--- src/rtl/countdown_timer_if.sv ---
// Control/status bundle for countdown_timer: the master drives load/start/pause,
// the timer (slave) returns count and status flags.
interface countdown_timer_if #(
  parameter int WIDTH = 16
);
  logic             load;
  logic [WIDTH-1:0] load_value;
  logic             start;
  logic             pause;
  logic [WIDTH-1:0] count;
  logic             busy;
  logic             done;
  logic             zero;

  modport master (
    output load, load_value, start, pause,
    input  count, busy, done, zero
  );

  modport slave (
    input  load, load_value, start, pause,
    output count, busy, done, zero
  );
endinterface

--- src/rtl/countdown_timer.sv ---
// Prescaled down-counter with IDLE/RUN/HOLD control and a one-cycle done pulse.
// Optional auto-reload at expiry is enabled by defining COUNTDOWN_AUTORELOAD_EN.
module countdown_timer #(
  parameter int WIDTH    = 16,
  parameter int PRESCALE = 1
) (
  input  logic              clk,
  input  logic              reset,
  countdown_timer_if.slave  bus
);

  typedef enum logic [1:0] {IDLE, RUN, HOLD} state_e;

  localparam logic [15:0] PRESC_MAX = 16'(PRESCALE - 1);

  state_e           state_q, state_d;
  logic [WIDTH-1:0] count_q, count_d;
  logic [15:0]      presc_q, presc_d;
  logic             done_q,  done_d;
  logic             tick, expire, advance;

`ifdef COUNTDOWN_AUTORELOAD_EN
  logic [WIDTH-1:0] reload_q, reload_d;
`endif

  // NOTE: every output of this block gets a default before any branch, so no path
  // leaves a signal unassigned and no latch is inferred.
  always_comb begin
    state_d = state_q;
    count_d = count_q;
    presc_d = presc_q;
    done_d  = 1'b0;
`ifdef COUNTDOWN_AUTORELOAD_EN
    reload_d = reload_q;
`endif
    tick    = (presc_q == PRESC_MAX);
    expire  = tick && (count_q <= WIDTH'(1));
    advance = 1'b0;

    if (bus.load) begin
      count_d = bus.load_value;
      presc_d = '0;
      state_d = IDLE;
`ifdef COUNTDOWN_AUTORELOAD_EN
      reload_d = bus.load_value;
`endif
    end else begin
      unique case (state_q)
        IDLE: begin
          if (bus.start) begin
            if (count_q != '0) begin
              state_d = RUN;
              presc_d = '0;
            end else begin
              done_d = 1'b1;
            end
          end
        end
        // A terminal decrement overrides pause so expiry is never postponed.
        RUN: begin
          if (bus.pause && !expire) state_d = HOLD;
          else                      advance = 1'b1;
        end
        // Leaving HOLD counts as an active cycle, so the delay equals the pause length.
        HOLD: begin
          if (!bus.pause) begin
            state_d = RUN;
            advance = 1'b1;
          end
        end
        default: state_d = IDLE;
      endcase

      if (advance) begin
        if (!tick) begin
          presc_d = presc_q + 16'd1;
        end else begin
          presc_d = '0;
          if (expire) begin
            done_d = 1'b1;
`ifdef COUNTDOWN_AUTORELOAD_EN
            count_d = reload_q;
            state_d = (reload_q != '0) ? RUN : IDLE;
`else
            count_d = '0;
            state_d = IDLE;
`endif
          end else begin
            count_d = count_q - WIDTH'(1);
          end
        end
      end
    end
  end

  // NOTE: state flops use non-blocking assignments so every register samples the
  // pre-edge values, independent of statement order.
  always_ff @(posedge clk or posedge reset) begin
    if (reset) begin
      state_q <= IDLE;
      count_q <= '0;
      presc_q <= '0;
      done_q  <= 1'b0;
    end else begin
      state_q <= state_d;
      count_q <= count_d;
      presc_q <= presc_d;
      done_q  <= done_d;
    end
  end

`ifdef COUNTDOWN_AUTORELOAD_EN
  always_ff @(posedge clk or posedge reset) begin
    if (reset) reload_q <= '0;
    else       reload_q <= reload_d;
  end
`endif

  assign bus.count = count_q;
  assign bus.busy  = (state_q != IDLE);
  assign bus.done  = done_q;
  assign bus.zero  = (count_q == '0);

endmodule

--- src/flat_wrapper.sv ---
// flat-port wrapper written by rule: the top's interface ports become plain ports
module countdown_timer_flat 
#(
  parameter int WIDTH    = 16,
  parameter int PRESCALE = 1
)
  (clk, reset, bus_load, bus_load_value, bus_start, bus_pause, bus_count, bus_busy, bus_done, bus_zero);
  countdown_timer_if #(.WIDTH(WIDTH)) bus_i ();
  input  logic clk;
  input  logic reset;
  input wire logic [$bits(bus_i.load)-1:0] bus_load;
  input wire logic [$bits(bus_i.load_value)-1:0] bus_load_value;
  input wire logic [$bits(bus_i.start)-1:0] bus_start;
  input wire logic [$bits(bus_i.pause)-1:0] bus_pause;
  output wire logic [$bits(bus_i.count)-1:0] bus_count;
  output wire logic [$bits(bus_i.busy)-1:0] bus_busy;
  output wire logic [$bits(bus_i.done)-1:0] bus_done;
  output wire logic [$bits(bus_i.zero)-1:0] bus_zero;
  assign bus_i.load = bus_load;
  assign bus_i.load_value = bus_load_value;
  assign bus_i.start = bus_start;
  assign bus_i.pause = bus_pause;
  assign bus_count = bus_i.count;
  assign bus_busy = bus_i.busy;
  assign bus_done = bus_i.done;
  assign bus_zero = bus_i.zero;
  countdown_timer #(.WIDTH(WIDTH), .PRESCALE(PRESCALE)) u_core (.clk(clk), .reset(reset), .bus(bus_i));
endmodule
--- config.mk ---
export PLATFORM = sky130hd
export DESIGN_NAME = countdown_timer_flat
export DESIGN_NICKNAME = d
export VERILOG_FILES = /design/src/rtl/countdown_timer_if.sv /design/src/rtl/countdown_timer.sv /design/src/flat_wrapper.sv
export SDC_FILE = /design/constraint.sdc
export NUM_CORES = 1
export LEC_CHECK = 0
export ABC_CLOCK_PERIOD_IN_PS = 2400
export CAP_MARGIN = 30
export CORE_MARGIN = 4
export CORE_UTILIZATION = 56
export CTS_BUF_LIST = sky130_fd_sc_hd__clkbuf_2 sky130_fd_sc_hd__clkbuf_4 sky130_fd_sc_hd__clkbuf_8
export DETAILED_ROUTE_END_ITERATION = 16
export GPL_ROUTABILITY_DRIVEN = 0
export PLACE_DENSITY_LB_ADDON = 0.3
export SYNTH_ARGS = -nofsm -noshare
export SYNTH_HDL_FRONTEND = slang
export SYNTH_SLANG_ARGS = --single-unit
--- constraint.sdc ---
create_clock -name clk -period 2.4 [get_ports clk]
set_input_delay 0.24 -clock clk [delete_from_list [all_inputs] [get_ports clk]]
set_output_delay 0.24 -clock clk [all_outputs]
set_load 0.02 [all_outputs]
* Word-level counts from Yosys, hierarchy flattened
Index checks and enable logic that the tools add are counted.
W data, S select, Z words.
** Storage, ports and cells
- Register bits after elaboration :: 35
- Bits in latches :: 0
- Bits in writable memories :: 0
- Memory bits (read-only) :: 0
- Bits of input ports :: 21
- Word-level logic and storage cells :: 54
- Memories kept :: 0
** Cells by class
- Add/subtract/negate cells :: 2
- Multipliers :: 0
- Divide/modulo/power cells :: 0
- Order comparisons :: 1
- Eq/ne operators :: 2
- Shifts and indexed selects :: 0
- Muxes and demuxes :: 30
- Bitwise gates (word level) :: 0
- Reductions and logical operators :: 15
** Operators with widths (number)
- $mux W16 :: 10
- $logic_not A16 Y1 :: 2
- $add A16 B1 Y16 const B :: 1
- $le A16 B1 Y1 const B :: 1
- $mux W2 :: 8
- $reduce_bool A16 Y1 :: 1
- $sub A16 B1 Y16 const B :: 1
- $mux W1 :: 10
- $reduce_bool A3 Y1 :: 3
- $pmux W2 S3 :: 1
- $reduce_bool A2 Y1 :: 3
- $reduce_and A3 Y1 :: 1
- $eq A2 B1 Y1 const B :: 1
- $eq A2 B2 Y1 const B :: 1
- $logic_and A1 B1 Y1 :: 2
- $logic_not A2 Y1 :: 1
- $pmux W1 S2 :: 1
- $reduce_and A2 Y1 :: 1
- $logic_not A1 Y1 :: 1

* Logic depth before layout (Yosys ltp)
Gate-level depths: netlist of the first run.
- Depth in word-level cells :: 10
- Mapped depth :: 8
- Depth with buffers taken out :: 7

* Least setup slack after synthesis of the first run
No wires, ideal clock.
- Path type :: reg2reg
- Start point :: register u_core.count_q[0], in the netlist u_core.bus.count[0]
- End point :: register u_core.presc_q[0]
- Data arrival time :: 2.105 ns
- Required time :: 2.336 ns
- Path slack :: 0.231 ns
- Cell stages (with the launch flop) :: 9
- Path buffers :: 1
- Period minus slack after synthesis :: 2.169 ns
- Cells stage by stage :: dfrtp_1 > inv_1 > ha_1 > nor3b_1 > nand3_1 > nor2_2 > o221a_4 > buf_6 > mux2_2
** On the way
- Word-level cells in the longest chain between the ends :: 9
- Elaborated cells between the ends (all ways) :: 14
** RTL lines
- from (decl) :: line countdown_timer.sv:17 : logic [WIDTH-1:0] count_q, count_d;
- from (signal assigned) :: line countdown_timer.sv:106 : count_q <= count_d;
- $le A16 B1 Y1 :: line countdown_timer.sv:37 : expire = tick && (count_q <= WIDTH'(1));
- $logic_and A1 B1 Y1 :: line countdown_timer.sv:37
- $logic_not A1 Y1 :: line countdown_timer.sv:61 : if (bus.pause && !expire) state_d = HOLD;
- $logic_and A1 B1 Y1 :: line countdown_timer.sv:61
- $mux W1 :: line countdown_timer.sv:61
- $pmux W1 S2 :: line countdown_timer.sv:48 : unique case (state_q)
- $mux W1 :: line countdown_timer.sv:40 : if (bus.load) begin
- $reduce_bool A3 Y1 (no line) or $mux W16 (tied branches)
- $reduce_and A3 Y1 (no line) or $mux W16 (tied branches)
- to (signal assigned) :: line countdown_timer.sv:107 : presc_q <= presc_d;
- to (decl) :: line countdown_timer.sv:18 : logic [15:0] presc_q, presc_d;
Several ways; a longest one is shown, not always the timed one. The select of a mux whose other input is x is not followed.
A chain may end at the register's enable or synchronous reset.

* Final worst setup path of the first run
- Start point :: register u_core.count_q[0], in the netlist u_core.bus.count[0]
- End point :: output port bus_zero
** On the way
- Word-level cells in the longest chain between the ends :: 1
** RTL lines
- $logic_not A16 Y1 :: line countdown_timer.sv:122 : assign bus.zero = (count_q == '0);
- to (decl) :: line flat_wrapper.sv:18 : output wire logic [$bits(bus_i.zero)-1:0] bus_zero;
No other way between the ends.

==> flow_summary.ini, run 1 <==
[timing]
setup_ws_ns = 0.151
finalClockSkew_ns = 0.00656
setup_viol = 0
final.setup.tns_ns = 0
drv_slew = 0
rsz0062_at_grt = true
worst_slew_pin_slew_ns = 0.491
period_share_pct = 93.7
max_freq_mhz = 445
slew_headroom_pct = 67.0
hold_viol = 0
whs_ns = 0.354
post-route-min-period_ns = 2.25

[synth]
yosys_warnings = 0
synthFlopType = dfrtp_1
synth_top_cell_area_share_pct = 35.6
yosysTopAreaCell = dfrtp_1
synth-seq-cells = 35
synthArstFlopShare_pct = 100
ys_seq_area_share_pct = 35.6
synth_area_um2 = 2460
synthTopCellsByArea = dfrtp_1 36%, a211o_1 4.3%, ha_1 4.1%, nand2_1 3.8%, nand3_1 3.0%
syn_inst = 263
synth_edf_count = 0
synth_nets = 292
post_synth.cell_area_avg_um2 = 9.36
synth_cell_types = 67

[detailed_routing]
viasPerCell = 6.67
wl_met1_mm = 3.06
wl_met3_um = 613
topRoutingLayerUsed = met4
firstDrtPassIters = 5
dr_total_vias = 2476
wl_met2_mm = 3.03
drc = 0
antenna_left = 0
drt_iter0_drc = 479
drt_wl_total_mm = 6.79
drt-wirelength-per-cell_um = 18.3

[setup_path]
startpoint = u_core.bus.count[0]
path_depth = 6
start_kind = register
endpoint_kind = output port
crit_arrival_ns = 2.01
crit_fanout = 5
rr_endpoint = u_core.bus.count[6]
cp_cell_sequence = inv_1, ha_1, nor3b_1, nand3_1, nor2_2, clkdlybuf4s15_1
cp_top_family = simple AND/OR/NAND/NOR gates
path_buf_inv = 2
critPathKind = register to output port
r2r-start = u_core.presc_q[0]
reg2reg_slack_ns = 0.22
cp_slowest_stage_delay_ns = 0.42
cp_slowest_cell = dfrtp_1
setup.worst_path.end = bus_zero
reg2regPathDepth = 8
required_ns = 2.16

[pwr]
pwr-share-comb_pct = 25.4
internal-power_mw = 1.11
clkPwrFrac_pct = 32.9
peakVddDrop_mv = 0.363
p_sw_mw = 0.482
switching_share_pct = 30.3
power_mw = 1.59
p_per_area_nw_per_um2 = 505
p_leak_nw = 1.38
seq_power_share_pct = 41.7

[clock_tree]
path_clk_slew_ns = 0.07
clock_latency_ns = 0.29
cts_max_level = 2
cts_buffers = 5
cts.sinks = 35
clock_path_buffers = 2
post-cts-setup-buffer-count = 0
tritoncts = done
clockRootBuffer = clkbuf_8

[layout]
fillers = 300
final_area_um2 = 3150
layout_commonest_cell = clkdlybuf4s50_1
nets = 350
drive_above_1_share_pct = 16.8
syn2layout_area_growth_pct = 27.7
final_cell_mix = 38 x clkdlybuf4s50_1, 35 x dfrtp_1, 25 x nand2_1
antenna_cells = 0

[floorplanning]
die_h_um = 74.3
die_w_um = 74.3
dieArea_um2 = 5520
start_util_pct = 59.8
ios = 40
fp-row-count = 23
core-area_um2 = 4120

[placement]
post-place-ws_ns = 0.197
place_area_um2 = 3020
portBuffers = 39
hpwlAfterDp_mm = 4.91

[global_routing]
overflow = 0
grt_max_degree = 36
antenna_found_initial = 0
grt_pass1_vias = 2251
grt_pass1_wl_mm = 11.2
track_usage_pct = 26.2

[flow_run]
cap_violations = 0

[status]
outcome = finished, final reports clean

[hold_path]
hold_path.class = input port to asynchronous set/reset pin
[worst min path at each step]
stage / to / cells after the start / start / slack [ns]
2_1_floorplan: u_core.bus.count[12] / 2 / bus_load_value[12] / 0.36
3_3_place_gp: u_core.bus.count[15] / 2 / u_core.bus.count[15] / 0.53
3_5_place_dp: u_core.bus.count[15] / 2 / u_core.bus.count[15] / 0.53
4_1_cts: u_core.bus.count[13] / 3 / reset / 0.37
5_1_grt: u_core.presc_q[1] / 3 / reset / 0.41
6_report: u_core.bus.count[13] / 3 / reset / 0.35
[worst reg2reg max path: cells and delay by family, from the launching register on]
family / cells / cell delay, ns
flops: 1 / 0.43
fa+ha+maj: 1 / 0.15
simple gates: 3 / 0.77
buf+inv: 2 / 0.25
compound gates: 2 / 0.46
[through the flow]
| stage | instances | utilization, % |
|---|---|---|
| after global placement | 364 | 73.5 |
| final | 371 | 76.4 |
| after CTS | 371 | 76.0 |
| after detailed placement | 364 | 73.5 |
| after floorplan | 263 | - |
| after global routing | 371 | 76.4 |
[timing repair]
| item | CTS | global route |
|---|---|---|
| setup endpoints to repair | 1 | 6 |
| endpoints found under the hold margin | 0 | 0 |
| gates resized for setup | 1 | 5 |
| hold buffers | 0 | 0 |
[power groups by stage]
stage | logic (mW) | registers [mW] | clock network [mW]
2_1_floorplan | 0.191 | 0.698 | 0
3_3_place_gp | 0.384 | 0.671 | 0
3_5_place_dp | 0.392 | 0.673 | 0
4_1_cts | 0.396 | 0.662 | 0.529
5_1_grt | 0.436 | 0.668 | 0.545
6_report | 0.403 | 0.663 | 0.522
[sequential cells by signal (all words and copies together), names as in the netlist]
register	count
u_core.bus.done	1
u_core.bus.count	16
u_core.presc_q	16
u_core.state_q	2
[area by class of cell]
cell class | count | area, µm² | area share (%)
multi-input combinational | 204 | 1490 | 47.3
timing repair buffer | 62 | 563 | 17.9
clock buffer | 5 | 68.8 | 2.19
sequential | 35 | 876 | 27.8
inverter | 13 | 48.8 | 1.55
tap | 50 | 62.6 | 1.99
clock inverter | 2 | 37.5 | 1.19
[cells by family after synthesis]
logic type      Yosys count  synth area share [%]
xor+xnor                  2                 0.712
buf+inv                  24                  4.57
mux                       3                  1.32
fa+ha+maj                 8                  4.07
compound gates           76                  25.5
simple gates            115                  28.3
flops                    35                  35.6
[Yosys cell counts, types with 2 or more instances]
master,n
a22oi_1,2
nand3_1,15
nor3b_1,2
nor4b_1,2
o311ai_0,2
a211o_1,12
o22a_1,2
a2bb2oi_1,2
nor4_1,6
and3_1,9
dfrtp_1,35
inv_1,13
a31oi_1,4
nor4_4,2
o22ai_1,2
ha_1,8
nand2_1,25
or4_1,2
nand4_2,2
and2_1,3
a22o_1,3
o21ai_1,4
o211ai_1,7
a221o_1,4
nor3_1,13
buf_6,2
o21ai_0,5
mux2_2,2
nand4_1,6
buf_2,3
a21oi_1,5
clkbuf_1,4
o211a_1,3
o31ai_1,6
nor2b_1,3
nor2_1,12
[per-layer routing]
metal,GRT usage (%),vias up
li1,-,1152
met1,40.2,1184
met5,0,-
met2,38.8,128
met4,7.31,0
met3,3.65,12
No activity file was read; power rests on OpenSTA's default activity.
==> inputs of run 2 (changes only) <==
Settings changed: CORE_MARGIN 4 to 2.
==> flow_summary.ini, run 2 (synthesized netlist as in run 1, its figures left out) <==
[status]
outcome = finished, final reports clean

[setup_path]
start_kind = register
required_ns = 2.16
crit_fanout = 7
r2r-start = u_core.state_q[0]
startpoint = u_core.bus.count[7]
cp_cell_sequence = nor4_4, nand3_1, nor2_2, dlygate4sd2_1
endpoint_kind = output port
critPathKind = register to output port
crit_arrival_ns = 2.01
cp_slowest_stage_delay_ns = 0.48
cp_slowest_cell = nor4_4

[clock_tree]
tritoncts = done
clock_latency_ns = 0.30
clockRootBuffer = clkbuf_8
post-cts-setup-buffer-count = 0
clock_path_buffers = 2
path_clk_slew_ns = 0.08
cts-resized-gates = 1
ctsHoldBuffers = 0
cts_max_level = 2
cts.sinks = 35
cts_buffers = 5

[detailed_routing]
dr_total_vias = 2493
drt_iter0_drc = 305
antenna_left = 0
drc = 0
viasPerCell = 6.79
drt-wirelength-per-cell_um = 18.3
firstDrtPassIters = 5
drt_wl_total_mm = 6.72

[timing]
max_freq_mhz = 445
final.setup.tns_ns = 0
hold_viol = 0
rsz0062_at_grt = false
slew_headroom_pct = 62.5
worst_slew_pin_slew_ns = 0.558
post-route-min-period_ns = 2.25
period_share_pct = 93.6
finalClockSkew_ns = 0.00407
setup_viol = 0
drv_slew = 0
setup_ws_ns = 0.153

[pwr]
p_per_area_nw_per_um2 = 523
p_leak_nw = 1.37
peakVddDrop_mv = 0.494
power_mw = 1.62

[floorplanning]
die_h_um = 70.3
dieArea_um2 = 4940
die_w_um = 70.3
start_util_pct = 57.3
ios = 40
fp-row-count = 24
core-area_um2 = 4290

[placement]
post-place-ws_ns = 0.177
hpwlAfterDp_mm = 4.60
portBuffers = 39

[hold_path]
hold_path.class = input port to asynchronous set/reset pin

[layout]
syn2layout_area_growth_pct = 25.9
multiInputGateArea_um2 = 1480
nets = 343
layout_commonest_cell = clkdlybuf4s50_1
seqCellArea_um2 = 876
antenna_cells = 0
final_cell_mix = 38 x clkdlybuf4s50_1, 35 x dfrtp_1, 25 x nand2_1
drive_above_1_share_pct = 14.6
fillers = 333

[global_routing]
track_usage_pct = 28.6
overflow = 0
antenna_found_initial = 0
grt_pass1_vias = 2279
grt_pass1_wl_mm = 11.3
grt_max_degree = 36

[flow_run]
cap_violations = 0
run 2: critical path: cells and delay by family, from the launching register on:
family / cells / cell delay [ns]
AND/OR/NAND/NOR: 3 / 0.91
buffers and inverters: 1 / 0.36
flip-flops: 1 / 0.44
run 2: worst paths after layout:
check                                       endpoint  slack (ns)  cells after the start
worst max-delay path                        bus_zero        0.15                      4
worst min-delay path            u_core.bus.count[11]        0.35                      3
worst max register to register  u_core.bus.count[10]        0.19                      7
worst min register to register  u_core.bus.count[15]        0.56                      2
max in group asynchronous         u_core.presc_q[12]        1.73                      3
min in group clk                u_core.bus.count[12]        0.50                      3
run 2: power by group:
part / switching (mW) / internal [mW]
sequential: 0.0460 / 0.619
combinational: 0.210 / 0.176
clock: 0.233 / 0.336
run 2: per-layer routing:
| layer | vias to the layer above | part of all wire, % | track usage [%] |
|---|---|---|---|
| li1 | 1136 | - | - |
| met1 | 1199 | 46 | 43.5 |
| met2 | 140 | 43 | 40.5 |
| met3 | 18 | 8.6 | 5.34 |
| met4 | 0 | 2.2 | 10.0 |
| met5 | - | 0 | 0 |
run 2: through the flow:
stage	cells	hold WS, ns	cell area [µm²]	util, %
finish	367	0.352	3100	72.2
global route	367	0.423	3100	72.2
CTS	367	0.372	3090	72.0
detailed placement	359	0.553	2970	69.3
global placement	359	0.545	2970	69.3
floorplan	263	0.360	2460	-
run 2: layout make-up:
type	instances	share of cell area (%)
multi-input cells	204	47.9
flip-flops and latches	35	28.2
repair buffers	55	16.4
clock buffers	6	2.66
well taps	52	2.10
inverters	13	1.57
clock inverters	2	1.13
==> inputs of run 3 (changes only) <==
Settings changed: CORE_UTILIZATION 56 to 34.
==> flow_summary.ini, run 3 (synthesized netlist as in run 1, its figures left out) <==
[status]
outcome = finished, final reports clean

[clock_tree]
clock_latency_ns = 0.29
tritoncts = done
clockRootBuffer = clkbuf_8
cts_buffers = 5
ctsHoldBuffers = 0
clock_path_buffers = 2
cts.sinks = 35
cts_max_level = 2
path_clk_slew_ns = 0.07

[timing]
drv_slew = 0
setup_ws_ns = 0.162
finalClockSkew_ns = 0.0108
hold_viol = 0
rsz0062_at_grt = false
period_share_pct = 93.2
whs_ns = 0.368
slew_headroom_pct = 67.2
setup_viol = 0
post-route-min-period_ns = 2.24
worst_slew_pin_slew_ns = 0.489
final.setup.tns_ns = 0
max_freq_mhz = 447

[detailed_routing]
firstDrtPassIters = 4
drc = 0
drt_iter0_drc = 120
viasPerCell = 5.73
drt-wirelength-per-cell_um = 16.0
dr_total_vias = 2378
drt_wl_total_mm = 6.63
antenna_left = 0

[placement]
place_area_um2 = 3060
portBuffers = 39
hpwlAfterDp_mm = 4.92
post-place-ws_ns = 0.146
dpl.cell_count = 409

[global_routing]
antenna_found_initial = 0
grt_pass1_vias = 2251
grt_max_degree = 36
track_usage_pct = 17.9
overflow = 0
grt_pass1_wl_mm = 11.1

[pwr]
p_per_area_nw_per_um2 = 466
peakVddDrop_mv = 0.258
p_leak_nw = 1.36
power_mw = 1.46

[layout]
fillers = 740
drive_above_1_share_pct = 15.2
nets = 346
final_area_um2 = 3140
syn2layout_area_growth_pct = 27.5
layout_commonest_cell = clkdlybuf4s50_1
antenna_cells = 0
fin_util_pct = 44.0
stdcell_count = 415
final_cell_mix = 38 x clkdlybuf4s50_1, 35 x dfrtp_1, 25 x nand2_1

[setup_path]
required_ns = 2.16
crit_fanout = 5
endpoint_kind = output port
start_kind = register
crit_arrival_ns = 2.00
critPathKind = register to output port

[floorplanning]
start_util_pct = 34.5
fp-row-count = 31
core-area_um2 = 7140
die_w_um = 89.1
dieArea_um2 = 7940
die_h_um = 89.1
ios = 40

[hold_path]
hold_path.class = input port to asynchronous set/reset pin

[flow_run]
cap_violations = 0
## run 3: path summary, 6_finish.rpt
check,to,from,cells after the start,slack [ns]
min in group clk,u_core.bus.count[4],bus_load_value[4],2,0.52
max reg2reg,u_core.bus.count[2],u_core.bus.count[0],8,0.21
min reg2reg,u_core.presc_q[15],u_core.presc_q[15],1,0.56
min,u_core.presc_q[12],reset,3,0.37
max in group asynchronous,u_core.presc_q[15],reset,3,1.70
max,bus_zero,u_core.bus.count[0],6,0.16
## run 3: layer usage
metal | vias up | routed length, µm | track usage [%] | part of all wire, %
li1 | 1133 | - | - | -
met1 | 1162 | 3130 | 25.5 | 47
met2 | 75 | 3070 | 27.1 | 46
met3 | 8 | 337 | 4.52 | 5.1
met4 | 0 | 89 | 4.61 | 1.3
met5 | - | 0 | 0 | 0
## run 3: worst max-delay path, cell delays in order (launching register included)
cell	delay (ns)
dfrtp_1	0.43
inv_1	0.12
ha_1	0.22
nor3b_2	0.21
nand3_1	0.14
nor2_2	0.22
dlygate4sd2_1	0.37
## run 3: final cells by class
type / instances / area, µm² / share of cell area (%)
Multi-Input combinational cell: 204 / 1480 / 47.2
Sequential cell: 35 / 876 / 27.9
Timing Repair Buffer: 58 / 532 / 16.9
Inverter: 13 / 48.8 / 1.55
Tap cell: 99 / 124 / 3.95
Clock buffer: 6 / 76.3 / 2.43
## run 3: timing repair
action                                  in CTS  in global routing
setup buffers                                0                  0
endpoints found under the setup margin       1                  5
gates resized for setup                      1                  3
## run 3: where the power goes
group          total, mW  switching [mW]  leakage, nW  internal (mW)
clock network      0.412           0.207       0.0406          0.205
logic              0.385           0.206        0.863          0.178
registers          0.666          0.0467        0.454          0.620
total               1.46           0.460         1.36           1.00
==> RTL change, RTL diff (config.mk and constraints of run 1) <==
`WIDTH` is set to 16 in 3 places; all go to 32.
--- a/src/rtl/countdown_timer_if.sv
+++ b/src/rtl/countdown_timer_if.sv
@@ -1,7 +1,7 @@
 // Control/status bundle for countdown_timer: the master drives load/start/pause,
 // the timer (slave) returns count and status flags.
 interface countdown_timer_if #(
-  parameter int WIDTH = 16
+  parameter int WIDTH = 32
 );
   logic             load;
   logic [WIDTH-1:0] load_value;
--- a/src/rtl/countdown_timer.sv
+++ b/src/rtl/countdown_timer.sv
@@ -1,7 +1,7 @@
 // Prescaled down-counter with IDLE/RUN/HOLD control and a one-cycle done pulse.
 // Optional auto-reload at expiry is enabled by defining COUNTDOWN_AUTORELOAD_EN.
 module countdown_timer #(
-  parameter int WIDTH    = 16,
+  parameter int WIDTH    = 32,
   parameter int PRESCALE = 1
 ) (
   input  logic              clk,
--- a/src/flat_wrapper.sv
+++ b/src/flat_wrapper.sv
@@ -1,7 +1,7 @@
 // flat-port wrapper written by rule: the top's interface ports become plain ports
 module countdown_timer_flat 
 #(
-  parameter int WIDTH    = 16,
+  parameter int WIDTH    = 32,
   parameter int PRESCALE = 1
 )
   (clk, reset, bus_load, bus_load_value, bus_start, bus_pause, bus_count, bus_busy, bus_done, bus_zero);
Interface: changed (resized bus_count and bus_load_value); port bits go from 40 to 72. No check against the original RTL was run, so the function may have changed too.
==> RTL change against run 1 <==
The flow now finishes with violations (setup timing); sequential cell count grew 16; combinational power grew 120%; core utilization grew 7.4 points; non-clock buffer count grew 87; wire length grew 91%; synthesized area grew 37%; fmax shrank 9.9%; design area grew 57%; worst setup slack lost 0.25 ns; clock skew is essentially flat; global-route usage grew 6.0 points; power grew 53%; critical path type is now reg -> reg; largest power group unchanged.
==> RTL change: results (changes against run 1) <==
clk_lat worst skew: 0.32 ns (+0.03 ns)
CTS clk-pin slew, worst paths: 0.09 ns (+0.02 ns)
Worst Hold Margin: 0.285 ns (-0.0684 ns)
cts bufs inserted: 5 (unchanged)
DP Cell Count: 601 (+65%)
async set-reset flop share out of synthesis: 100% (unchanged)
CP startpoint: u_core.bus.count[10]
drt wl/cell: 21.1 microns (+15%)
Seq/Total Area, Yosys: 37.8% (+2.3 points)
library cells used by synthesis: 58 (-13%)
first-pass GRT wire length: 19200 microns (+71%)
Tightest Pin Transition: 0.683 ns (+0.192 ns)
top post-synthesis cells by area: dfrtp_1, nand2_1, o21ai_0
# setup viols final: 18 (+18)
drt pass-1 iters: 6 (+1)
Synth top cells by count: dfrtp_1, nand2_1, o21ai_0, nor2_1
vias in the first global route: 3999 (+78%)
DR vias/cell: 6.81 (+2.0%)
initial DRC count: 495 (+3.3%)
H-Tree Depth: 2 (unchanged)
Root Driver: clkbuf_8
DPL Wire Length: 8740 microns (+78%)
fin cells: 615 (+66%)
largest net degree at the start of global routing: 52 (+44%)
max reg flops: 32
ys flop type: dfrtp_1
Fill cells: 344 (+15%)
worst vdd ir: 0.373 mV (+2.8%)
layout cells sized above 1: 22.4% (+5.6 points)
CP Capture Point: u_core.bus.count[6]
Hold Crit Class: in -> async
Ys Warns: 0 (unchanged)
clock skew: 0.00697 ns (+0.000406 ns)
crit path max fanout: 5 (unchanged)
worst r2r path cells: 9 (+1)
ant diodes: 0 (unchanged)
I/O Buffers: 71 (+82%)
failing checks: setup timing
clock buffer depth: 2 (unchanged)
Slew Limit Fails: 0 (unchanged)
GRT Total Usage: 32.2% (+6.0 points)
Synthesized Nets: 443 (+52%)
status: complete, but fails checks
fin nets: 585 (+67%)
initial antenna violation count: 0 (unchanged)
Leakage: 2.06 nW (+49%)
final instance area: 4940 sq um (+57%)
placed cell area: 4680 sq um (+55%)
min cycle time layout: 2.50 ns (+0.248 ns)
Critical Path AT: 2.68 ns (+0.67 ns)
worst setup margin: -0.0967 ns (-0.248 ns)
Mapped Avg Cell Area: 8.48 sq um (-9.4%)
==> RTL change: changes by cell type after synthesis, moves of 7 or more <==
cell | run 1 | this run
dfrtp_1 | 35 | 51
a21oi_1 | 5 | 18
nor2_1 | 12 | 30
inv_1 | 13 | 22
nand2_1 | 25 | 44
a211o_1 | 12 | 5
o21ai_0 | 5 | 31
nor3_1 | 13 | 22
a32oi_1 | 1 | 9
==> RTL change: how the worst min path moves through the flow <==
stage	to
floorplan	u_core.bus.count[16]
global placement	u_core.presc_q[12]
detailed placement	u_core.presc_q[7]
CTS	u_core.bus.count[29]
global route	u_core.bus.count[30]
finish	u_core.bus.count[30]
==> RTL change: worst max-delay path, stage by stage (launching register included) <==
cell	delay [ns]
dfrtp_1	0.41
nor4_2	0.44
buf_4	0.21
nand2_2	0.11
nor4_4	0.33
buf_4	0.22
a211oi_2	0.12
buf_4	0.20
o21ai_1	0.18
o211ai_1	0.15
==> RTL change: report_power, final <==
part	leakage, nW	internal (W)	switching (W)
Clock	0.0470	0.000227	0.000293
Combinational	1.37	0.000412	0.000475
Sequential	0.642	0.000931	0.0000857
==> RTL change: final cells by class <==
class	count	area share, %
inverters	22	1.67
multi-input cells	311	41.9
clock buffers	6	1.67
well taps	75	1.90
clock inverters	1	0.101
repair buffers	149	26.9
flip-flops and latches	51	25.8
==> RTL change: metal layers <==
metal,wire length [microns],track usage (%)
met3,1230,6.92
met2,6380,56.2
met4,590,11.9
met5,0,0
met1,4770,39.0
==> RTL change: cells by family after synthesis <==
logic type,count (synthesis),synth area share [%]
AO/OA/AOI/OAI,134,27.5
XOR/XNOR,2,0.519
adder cells (fa/ha/maj),8,2.97
buffers and inverters,37,4.52
flip-flops,51,37.8
multiplexers,1,0.297
AND/OR/NAND/NOR,165,26.3
==> RTL change: repair_timing <==
action	4_1_cts	5_1_grt
hold endpoints to repair	0	0
gates resized for setup	6	27
gates cloned	0	1
setup buffers	1	5
pin swaps	1	7
endpoints found under the setup margin	11	35
==> RTL change: through the flow <==
step	worst slack (ns)	TNS, ns
2_1_floorplan	0.0198	0
3_3_place_gp	0.0423	0
3_5_place_dp	-0.0108	-0.0136
4_1_cts	0.000992	0
5_1_grt	-0.110	-1.52
6_report	-0.0967	-0.676
